File: config.mk
export PLATFORM = sky130hd
export DESIGN_NAME = booth_seq_mult
export DESIGN_NICKNAME = d
export VERILOG_FILES = /design/src/rtl/booth_pkg.sv /design/src/rtl/booth_addsub_9b.sv /design/src/rtl/booth_seq_mult.sv
export SDC_FILE = /design/constraint.sdc
export NUM_CORES = 1
export LEC_CHECK = 0
export CAP_MARGIN = 0
export CORE_AREA = 4 4 75 63
export DETAILED_ROUTE_END_ITERATION = 8
export DIE_AREA = 0 0 79 67
export DONT_BUFFER_PORTS = 1
export PLACE_DENSITY = 0.75
export SLEW_MARGIN = 20
export SYNTH_ARGS = -nofsm -noshare
export SYNTH_HDL_FRONTEND = slang
export SYNTH_SLANG_ARGS = --single-unit
File: constraint.sdc
create_clock -name clk -period 2.8 [get_ports clk]
set_clock_uncertainty 0.15 [all_clocks]
set_input_delay 0.7 -clock clk [delete_from_list [all_inputs] [get_ports clk]]
set_output_delay 0.7 -clock clk [all_outputs]
set_load 0.05 [all_outputs]
File: src/rtl/booth_pkg.sv
// Shared widths, FSM encoding and Booth pair codes for the sequential Booth multiplier.
package booth_pkg;

  localparam int WIDTH = 8;
  localparam int ACC_W = WIDTH + 1;
  localparam int CNT_W = $clog2(WIDTH);

  typedef enum logic [1:0] {
    IDLE = 2'd0,
    RUN  = 2'd1,
    DONE = 2'd2
  } state_t;

  localparam logic [1:0] ADD = 2'b01;
  localparam logic [1:0] SUB = 2'b10;

endpackage

File: src/rtl/booth_addsub_9b.sv
// Combinational acc +/- M: 2:1 operand mux (M or ~M) with the select doubling as carry-in.
module booth_addsub_9b
  import booth_pkg::*;
(
  input  logic signed [ACC_W-1:0] acc,
  input  logic signed [ACC_W-1:0] m,
  input  logic                    sub,
  output logic signed [ACC_W-1:0] sum
);

  logic signed [ACC_W-1:0] opnd;
  logic signed [ACC_W-1:0] cin;

  always_comb begin
    opnd = sub ? ~m : m;
    cin  = $signed({{(ACC_W-1){1'b0}}, sub});
    // Wraps modulo 2^ACC_W; one guard bit keeps subtracting M=-128 exact.
    sum  = acc + opnd + cin;
  end

endmodule

File: src/rtl/booth_seq_mult.sv
// Sequential radix-2 Booth multiplier: one Booth step per cycle, product after WIDTH steps.
module booth_seq_mult
  import booth_pkg::*;
(
  input  logic                       clk,
  input  logic                       rst,
  input  logic                       start,
  input  logic signed [WIDTH-1:0]    a,
  input  logic signed [WIDTH-1:0]    b,
  output logic                       busy,
  output logic                       done,
  output logic signed [2*WIDTH-1:0]  product
);

  state_t                  state;
  logic signed [ACC_W-1:0] m;
  logic signed [ACC_W-1:0] acc;
  logic signed [ACC_W-1:0] sum;
  logic signed [ACC_W-1:0] acc_n;
  logic        [WIDTH-1:0] q;
  logic                    q_1;
  logic        [CNT_W-1:0] cnt;
  logic        [1:0]       pair;

  booth_addsub_9b u_addsub (
    .acc (acc),
    .m   (m),
    .sub (q[0]),
    .sum (sum)
  );

  always_comb begin
    pair  = {q[0], q_1};
    acc_n = acc;
    if (pair == ADD || pair == SUB) acc_n = sum;
  end

  always_ff @(posedge clk) begin
    if (rst) begin
      state   <= IDLE;
      busy    <= 1'b0;
      done    <= 1'b0;
      product <= '0;
      m       <= '0;
      acc     <= '0;
      q       <= '0;
      q_1     <= 1'b0;
      cnt     <= '0;
    end else begin
      case (state)
        IDLE, DONE: begin
          done <= 1'b0;
          if (start) begin
            m     <= {a[WIDTH-1], a};
            acc   <= '0;
            q     <= b;
            q_1   <= 1'b0;
            cnt   <= '0;
            busy  <= 1'b1;
            state <= RUN;
          end else begin
            busy  <= 1'b0;
            state <= IDLE;
          end
        end
        RUN: begin
          acc <= {acc_n[ACC_W-1], acc_n[ACC_W-1:1]};
          q   <= {acc_n[0], q[WIDTH-1:1]};
          q_1 <= q[0];
          cnt <= cnt + 1'b1;
          if (cnt == CNT_W'(WIDTH-1)) begin
            // Product is taken from the post-shift value so it is valid in the done cycle.
            product <= {acc_n, q[WIDTH-1:1]};
            done    <= 1'b1;
            busy    <= 1'b0;
            state   <= DONE;
          end
        end
        default: begin
          busy  <= 1'b0;
          done  <= 1'b0;
          state <= IDLE;
        end
      endcase
    end
  end

endmodule

# ---- Word-level counts from Yosys, hierarchy flattened
# Cells that the tools add are included.
dict set report classes {
  eq_ne 7
  addsub 3
  n_reduce_logical 8
  bitwise_logic 2
  mux 16
}
# op n
set ops {}
lappend ops {{$mux 9} 3}
lappend ops {{$pmux 9 s2} 1}
lappend ops {{$pmux 8 s2} 1}
lappend ops {{$add 9x2->9} 1}
lappend ops {{$add 9x9->9} 1}
lappend ops {{$not 8->9} 1}
lappend ops {{$mux 8} 1}
lappend ops {{$pmux 3 s2} 1}
lappend ops {{$reduce_and 2->1} 3}
lappend ops {{$eq 2x1->1 const B} 2}
lappend ops {{$eq 2x2->1 const B} 2}
lappend ops {{$mux 1} 4}
lappend ops {{$ne 2x2->1 const B} 2}
lappend ops {{$pmux 1 s2} 2}
lappend ops {{$pmux 2 s2} 1}
lappend ops {{$reduce_or 2->1} 2}
lappend ops {{$add 3x1->3 const B} 1}
lappend ops {{$eq 3x3->1 const B} 1}
lappend ops {{$mux 3} 1}
lappend ops {{$logic_not 2->1} 1}
lappend ops {{$mux 2} 1}
lappend ops {{$reduce_bool 2->1} 1}
lappend ops {{$logic_or 1x1->1} 1}
lappend ops {{$not 1->1} 1}
dict set report word_totals {
  register_bits 49
  wordCells 45
}

# ---- Logic depth before layout (Yosys ltp)
# Gate-level depths: netlist (run 1).
dict set report logic_depth {
  word_depth 6
  ltp_mapped 9
  depth_no_buf 7
}

# ---- Hierarchy
# From an unflattened synthesis (run 1), not the netlist that was laid out.
dict set report unflattened {
  hier_cells 262
  hier_area_um2 2351.0
}
# mod area_per_inst_um2 cells_per_inst instances seq_area_each_um2
set modules_own_cells {}
lappend modules_own_cells {booth_seq_mult 1861.8 199 1 960.9}
lappend modules_own_cells {booth_addsub_9b 489.2 63 1 0.0}

# ---- Least setup slack after synthesis (run 1)
# Ideal clock, no wire load.
dict set report synth_path {
  kind {register to register}
  start {register q[0]}
  end {register acc[5]}
  arrival_time_ps 2199
  required_time_ps 2518
  slack_ps 320
  setup_time_ps 132
  stages_incl_launch_ff 9
  synth_period_minus_slack_ps 2480
  path_cell_list {dfxtp_1 > buf_6 > mux2_4 > fa_1 > a21oi_1 > o21ai_0 > mux2_2 > a2111oi_2 > nor3_1}
}
dict set report synth_via {
  elab_chain_cells 5
  elab_cells_between_ends 8
  cone_classes {2 x add/sub; 2 x eq/ne; 3 x mux; 1 x reduce/logical}
}
# item line_no
set synth_lines {}
lappend synth_lines {{start, declared} booth_seq_mult.sv:20} ;# logic [WIDTH-1:0] q;
lappend synth_lines {{start signal, assigned} booth_seq_mult.sv:68} ;# q <= {acc_n[0], q[WIDTH-1:1]};
lappend synth_lines {{$mux 9} booth_addsub_9b.sv:15} ;# opnd = sub ? ~m : m;
lappend synth_lines {{$add 9x9->9} booth_addsub_9b.sv:18} ;# sum = acc + opnd + cin;
lappend synth_lines {{$add 9x2->9} booth_addsub_9b.sv:18}
lappend synth_lines {{$mux 9 *} booth_seq_mult.sv:35} ;# if (pair == ADD || pair == SUB) acc_n = sum;
lappend synth_lines {{$pmux 9 s2 *} booth_seq_mult.sv:50} ;# case (state)
lappend synth_lines {{end signal, assigned} booth_seq_mult.sv:67} ;# acc <= {acc_n[ACC_W-1], acc_n[ACC_W-1:1]};
lappend synth_lines {{end, declared} booth_seq_mult.sv:17} ;# logic signed [ACC_W-1:0] acc;
# Mark *: on every way between the ends. The rest lies on a longest branch, timed or not.
# A chain may end at the register's enable or synchronous reset.

# ---- Final worst setup path (run 1)
# Ends and elaborated chain as after synthesis.

==> summary.txt, run 1 <==
Global route
  – First-pass GRT wire length: 8.93 mm
  – Largest net degree at the start of global routing: 45
  – Initial antenna violation count: 0
  – Vias in the first global route: 1,860
  – GR Overflow Total: 0
  – GRT Overall Usage: 21.4%

Power
  – NetSw: 0.000431 W
  – Clk pwr share: 33.0%
  – Sw frac: 28.7%
  – Worst VDD drop: 0.000439 V
  – Pleak: 0.989 nW
  – Int Power: 0.00107 W
  – Seq pwr share: 48.1%
  – Comb power frac: 18.8%
  – Pwr/cell area: 592 nW/um^2

Timing
  – Hold slack: 304 ps
  – Tcrit/Tclk final: 90.4%
  – Worst slew pin tran: 694 ps
  – Final Max Tran Viols: 0
  – Total negative slack: 0 ps
  – Fin. Hold Viols: 0
  – Final setup viols: 0
  – RSZ-0062 raised after global routing: no
  – Slew margin rel.: 53.7%
  – Achievable Freq: 0.395 GHz
  – Final min period: 2530 ps

Cells and area
  – Net count, final: 314
  – Antenna Cells: 0
  – Synth-to-Final Area Change: 7.22%
  – Design area: 2540 um^2
  – Layout cells sized above 1: 10.5%
  – Final core utilization: 62.9%

Floorplanning
  – Site Rows: 21
  – Die ar.: 5290 um^2
  – Initial core utilization: 58.7%
  – Die span in y: 67 um
  – Core Region: 4050 um^2
  – I/O pins: 37
  – Die width: 79 um

Clocking
  – Clock root buffer master: clkbuf_8
  – Worst-path clk slew: 90 ps
  – Sink Count: 47
  – Worst-case clock buffer depth: 2
  – CTS Buf Count: 5
  – Cts repair resizes: 0
  – CTS tree: built
  – Worst-Skew Late Latency: 300 ps
  – Post-cts hold buffer count: 0
  – Setup bufs post-CTS: 0
  – H-tree Lvls: 2

Detailed routing
  – Avg Vias per Cell: 5.87
  – Vias: 2,015
  – Drc violations: 0
  – Final ANT Viol Nets: 0
  – WL/cell: 15.3 um
  – Routed Wire Length: 5.25 mm
  – Drt first pass iters: 4
  – DRC violation total after the first TritonRoute iteration: 121

Synth
  – Prevailing post-synth register cell: dfxtp_1
  – Post-synth top area share: 39.6%
  – Mapped Area: 2370 um^2
  – Top cells by count, synth: nand2_1, dfxtp_1, a21oi_1
  – Distinct cells, synth: 50
  – Synth warn: 0
  – Post-Syn Instances: 289
  – Number of flops mapped to enable cells by yosys: 0
  – Synth area leader: dfxtp_1
  – Most common cell in the synthesized netlist: nand2_1
  – #FFs+latches synth: 47
  – Area contributors post-synth: dfxtp_1, nand2_1, a21oi_1, ha_1, nor2_1
  – Mapped Nets: 318
  – Asr flop ratio synth: 0%
  – Synth Area per Inst: 8.21 um^2
  – Register area share after synthesis: 39.6%

Critical path
  – CP startpoint kind: flip-flop
  – Worst endpoint required time: 2840 ps
  – Crit end category: flip-flop
  – Crit Path Max Fanout: 10
  – Worst EP arrival: 2570 ps
  – Setup Crit Path Kind: flip-flop to flip-flop

Min path
  – Hold Crit Class: input pin to flip-flop

Placed design
  – GPL Wtd Cong: 0.839
  – Port Buffer Count: 0
  – Cell Area, Placed: 2430 um^2
  – Hpwl dp: 3.89 mm

Flow run
  – Max-cap violations: 0

Status
  – Status: finished clean
[power groups by stage]
stage | Clock [W] | Sequential, W | Combinational [W]
after detailed placement | 0 | 0.000739 | 0.000281
after CTS | 0.000504 | 0.000724 | 0.000283
after floorplan | 0 | 0.000735 | 0.000228
final | 0.000498 | 0.000725 | 0.000284
after global placement | 0 | 0.000739 | 0.000277
after global routing | 0.000529 | 0.000729 | 0.000318
[critical path: stages, from the launching register on]
cell	delay, ps
dfxtp_2	410
mux2_4	320
fa_1	400
a21oi_1	220
o21ai_0	180
mux2_2	320
a2111oi_2	330
nor3_1	80
[flip-flops by register name, indices dropped and copies added (netlist names)]
register	flops
state	2
done	1
product	16
q_1	1
acc	8
cnt	3
q	8
m	8
[cells by family (layout without fill, tap and decap cells)]
kind of cell | Yosys count | count (layout) | synth area share, %
AOI/OAI and AO/OA | 78 | 78 | 22.6
and+or+nand+nor | 114 | 114 | 21.2
xor gates and xnor gates | 11 | 11 | 4.69
adders and majority gates | 10 | 10 | 5.59
buffers and inverters | 25 | 22 | 4.37
DFF | 47 | 47 | 39.6
muxes | 4 | 4 | 1.95
[path summary, 6_finish.rpt]
kind              start          end  slack, ps  cells past startpoint
setup reg to reg   q[0]       acc[5]        270                      7
setup / recovery   q[0]       acc[5]        270                      7
hold / removal      rst  product[12]        300                      1
hold reg to reg    m[2]         m[2]        320                      2
[cells in the final DEF (no fill, tap or decap), types with 3 or more instances in the layout]
cell type	instances
a31oi_1	4
o21ai_0	6
nand2_1	56
a211oi_1	7
nand3_1	6
buf_4	10
xor2_1	8
a311oi_1	8
clkbuf_8	5
a21oi_1	28
dfxtp_1	46
nand2b_1	3
a22oi_1	5
nor3_1	8
inv_1	4
ha_1	9
nor2_1	26
[through the flow]
step                      power, W  setup WS, ps  cells
after global routing       0.00158           129    343
after global placement     0.00102           215    335
after CTS                  0.00151           123    343
after detailed placement   0.00102           139    335
final                      0.00151           269    343
after floorplan           0.000963           320    289
[final cells by class]
type                       count  area (um^2)
clock buffer                   5         68.8
clock inverter                 3         43.8
fill                         369         1500
inverter                       4         15.0
multi-input combinational    217         1330
sequential                    47          942
tap                           57         71.3
timing repair buffer          10         75.1
[routing by layer]
layer	GRT usage, %	wire, um	vias up
met1	30.3	2590	933
met2	32.7	2360	47
met4	5.58	51	0
li1	-	-	1029
met3	4.86	250	6
met5	0	0	-
(Power assumes the default switching activity.)
==> run 2, diff against run 1 <==
- REMOVE_ABC_BUFFERS: not set -> 1
==> run 2 against run 1 <==
  * Critical path depth did not move
  * Count of clock-buffer cells in the layout rose by 3
  * Sequential cell count did not move
  * Sequential share of layout area rose by 0.18 points
  * Non-clock buffer count did not move
  * Register-to-register slack barely moved
  * Clock power fell by 10%
  * Worst setup slack got worse by 6.4 ps
  * Die area did not move
  * Total power fell by 3.5%
  * Via count fell by 1.8%
  * Global-route usage fell by 0.081 points
  * Highest routed layer unchanged
==> summary.txt, run 2 (synthesis results as in run 1) <==
Critical path
  – Crit end category: flip-flop
  – Reg2Reg Launch Point: q[0]
  – Cell Chain, Critical Path: mux2_4 -> fa_1 -> a21oi_1 -> o21ai_0 -> mux2_2 -> a2111oi_2 -> nor3_1
  – Worst EP arrival: 2570 ps
  – WP buf/inv: 0
  – Crit-path leading delay family: compound AO/OA/AOI/OAI gates
  – CP startpoint kind: flip-flop
  – Setup Crit Path Kind: flip-flop to flip-flop
  – Critical Path Start: q[0]
  – Largest stage delay on the critical path: 410 ps
  – Slowest-stage cell, CP: fa_1
  – Worst endpoint required time: 2840 ps
  – Crit Path Max Fanout: 9

Power
  – Sw frac: 29.0%
  – Comb power frac: 19.4%
  – Clk pwr share: 30.8%
  – Int Power: 0.00103 W
  – NetSw: 0.000421 W
  – Seq pwr share: 49.8%
  – Pwr/cell area: 574 nW/um^2
  – Worst VDD drop: 0.000499 V
  – Pleak: 0.984 nW

Cells and area
  – Max reg flops: 16
  – Fin cells: 343
  – Most frequent cells in the layout: nand2_1, dfxtp_1, a21oi_1
  – Final core utilization: 62.6%
  – Design area: 2530 um^2
  – Synth-to-Final Area Change: 6.69%
  – Layout cells sized above 1: 10.1%
  – Commonest non-fill, non-tap cell in the layout: nand2_1
  – Largest Register: product
  – Antenna Cells: 0
  – Net count, final: 314

Floorplanning
  – I/O pins: 37
  – Die span in y: 67 um
  – Die width: 79 um
  – Core Region: 4050 um^2
  – Site Rows: 21
  – Die ar.: 5290 um^2
  – Initial core utilization: 58.7%

Global route
  – First-pass GRT wire length: 8.89 mm
  – GR Overflow Total: 0
  – Initial antenna violation count: 0
  – GRT Overall Usage: 21.3%
  – Largest net degree at the start of global routing: 45
  – Vias in the first global route: 1,818

Clocking
  – Worst-path clk slew: 90 ps
  – Worst-case clock buffer depth: 2
  – Setup bufs post-CTS: 0
  – CTS tree: built
  – Worst-Skew Late Latency: 300 ps
  – CTS Buf Count: 5
  – Sink Count: 47
  – Post-cts hold buffer count: 0
  – Cts repair resizes: 0
  – H-tree Lvls: 2
  – Clock root buffer master: clkbuf_8

Timing
  – RSZ-0062 raised after global routing: no
  – Total negative slack: 0 ps
  – Slew margin rel.: 43.5%
  – Achievable Freq: 0.394 GHz
  – Final Max Tran Viols: 0
  – Final setup viols: 0
  – Tcrit/Tclk final: 90.6%
  – Final min period: 2540 ps
  – Fin. Hold Viols: 0
  – Worst slew pin tran: 844 ps

Min path
  – Hold Crit Class: input pin to flip-flop
  – Hold path startpoint: rst

Status
  – Status: finished clean

Flow run
  – Max-cap violations: 0

Detailed routing
  – Vias: 1,979
  – Routed Wire Length: 5.30 mm
  – WL/cell: 15.4 um
  – Drt first pass iters: 4
  – Avg Vias per Cell: 5.77
  – Drc violations: 0
  – DRC violation total after the first TritonRoute iteration: 118
  – Final ANT Viol Nets: 0

Placed design
  – Cell Area, Placed: 2430 um^2
  – Hpwl dp: 3.76 mm
  – DP Cell Count: 335
  – Port Buffer Count: 0
  – GPL Wtd Cong: 0.832
==> run 2: changes by cell type in the layout (fill, tap and decap cells not counted), sizes merged <==
| cell | previous run | this run |
|---|---|---|
| bufinv | 1 | 0 |
| clkinv | 2 | 0 |
| clkbuf | 5 | 8 |
==> run 2: power by group through the flow <==
stage	registers [W]	clock network (W)	logic [W]
4_1_cts	0.000723	0.000455	0.000280
2_1_floorplan	0.000739	0	0.000206
3_5_place_dp	0.000739	0	0.000277
5_1_grt	0.000728	0.000478	0.000316
3_3_place_gp	0.000738	0	0.000273
6_report	0.000724	0.000447	0.000282
==> run 2: layer usage <==
metal | global-route usage (%) | up-vias | routed length (um)
li1 | - | 1016 | -
met1 | 30.5 | 919 | 2620
met2 | 33.1 | 40 | 2390
met3 | 5.14 | 4 | 257
met4 | 3.22 | 0 | 31
met5 | 0 | - | 0
==> run 2: area by class of cell <==
class / count / area, um^2
clock buffer: 8 / 100
multi-input combinational: 217 / 1330
fill: 378 / 1510
sequential: 47 / 942
inverter: 4 / 15.0
timing repair buffer: 10 / 75.1
tap: 57 / 71.3
==> run 2: path summary, 6_finish.rpt <==
check	to	depth (start not counted)	slack (ps)
setup / recovery	acc[5]	7	260
hold / removal	m[6]	1	310
setup reg to reg	acc[5]	7	260
hold reg to reg	m[4]	2	310
==> run 2: metrics by stage <==
step           worst slack (ps)  total power [W]  hold WS (ps)
4_1_cts                     136          0.00146           307
3_5_place_dp                145          0.00102           305
5_1_grt                     113          0.00152           296
3_3_place_gp                230          0.00101           301
6_report                    263          0.00145           310
2_1_floorplan               248         0.000945           289
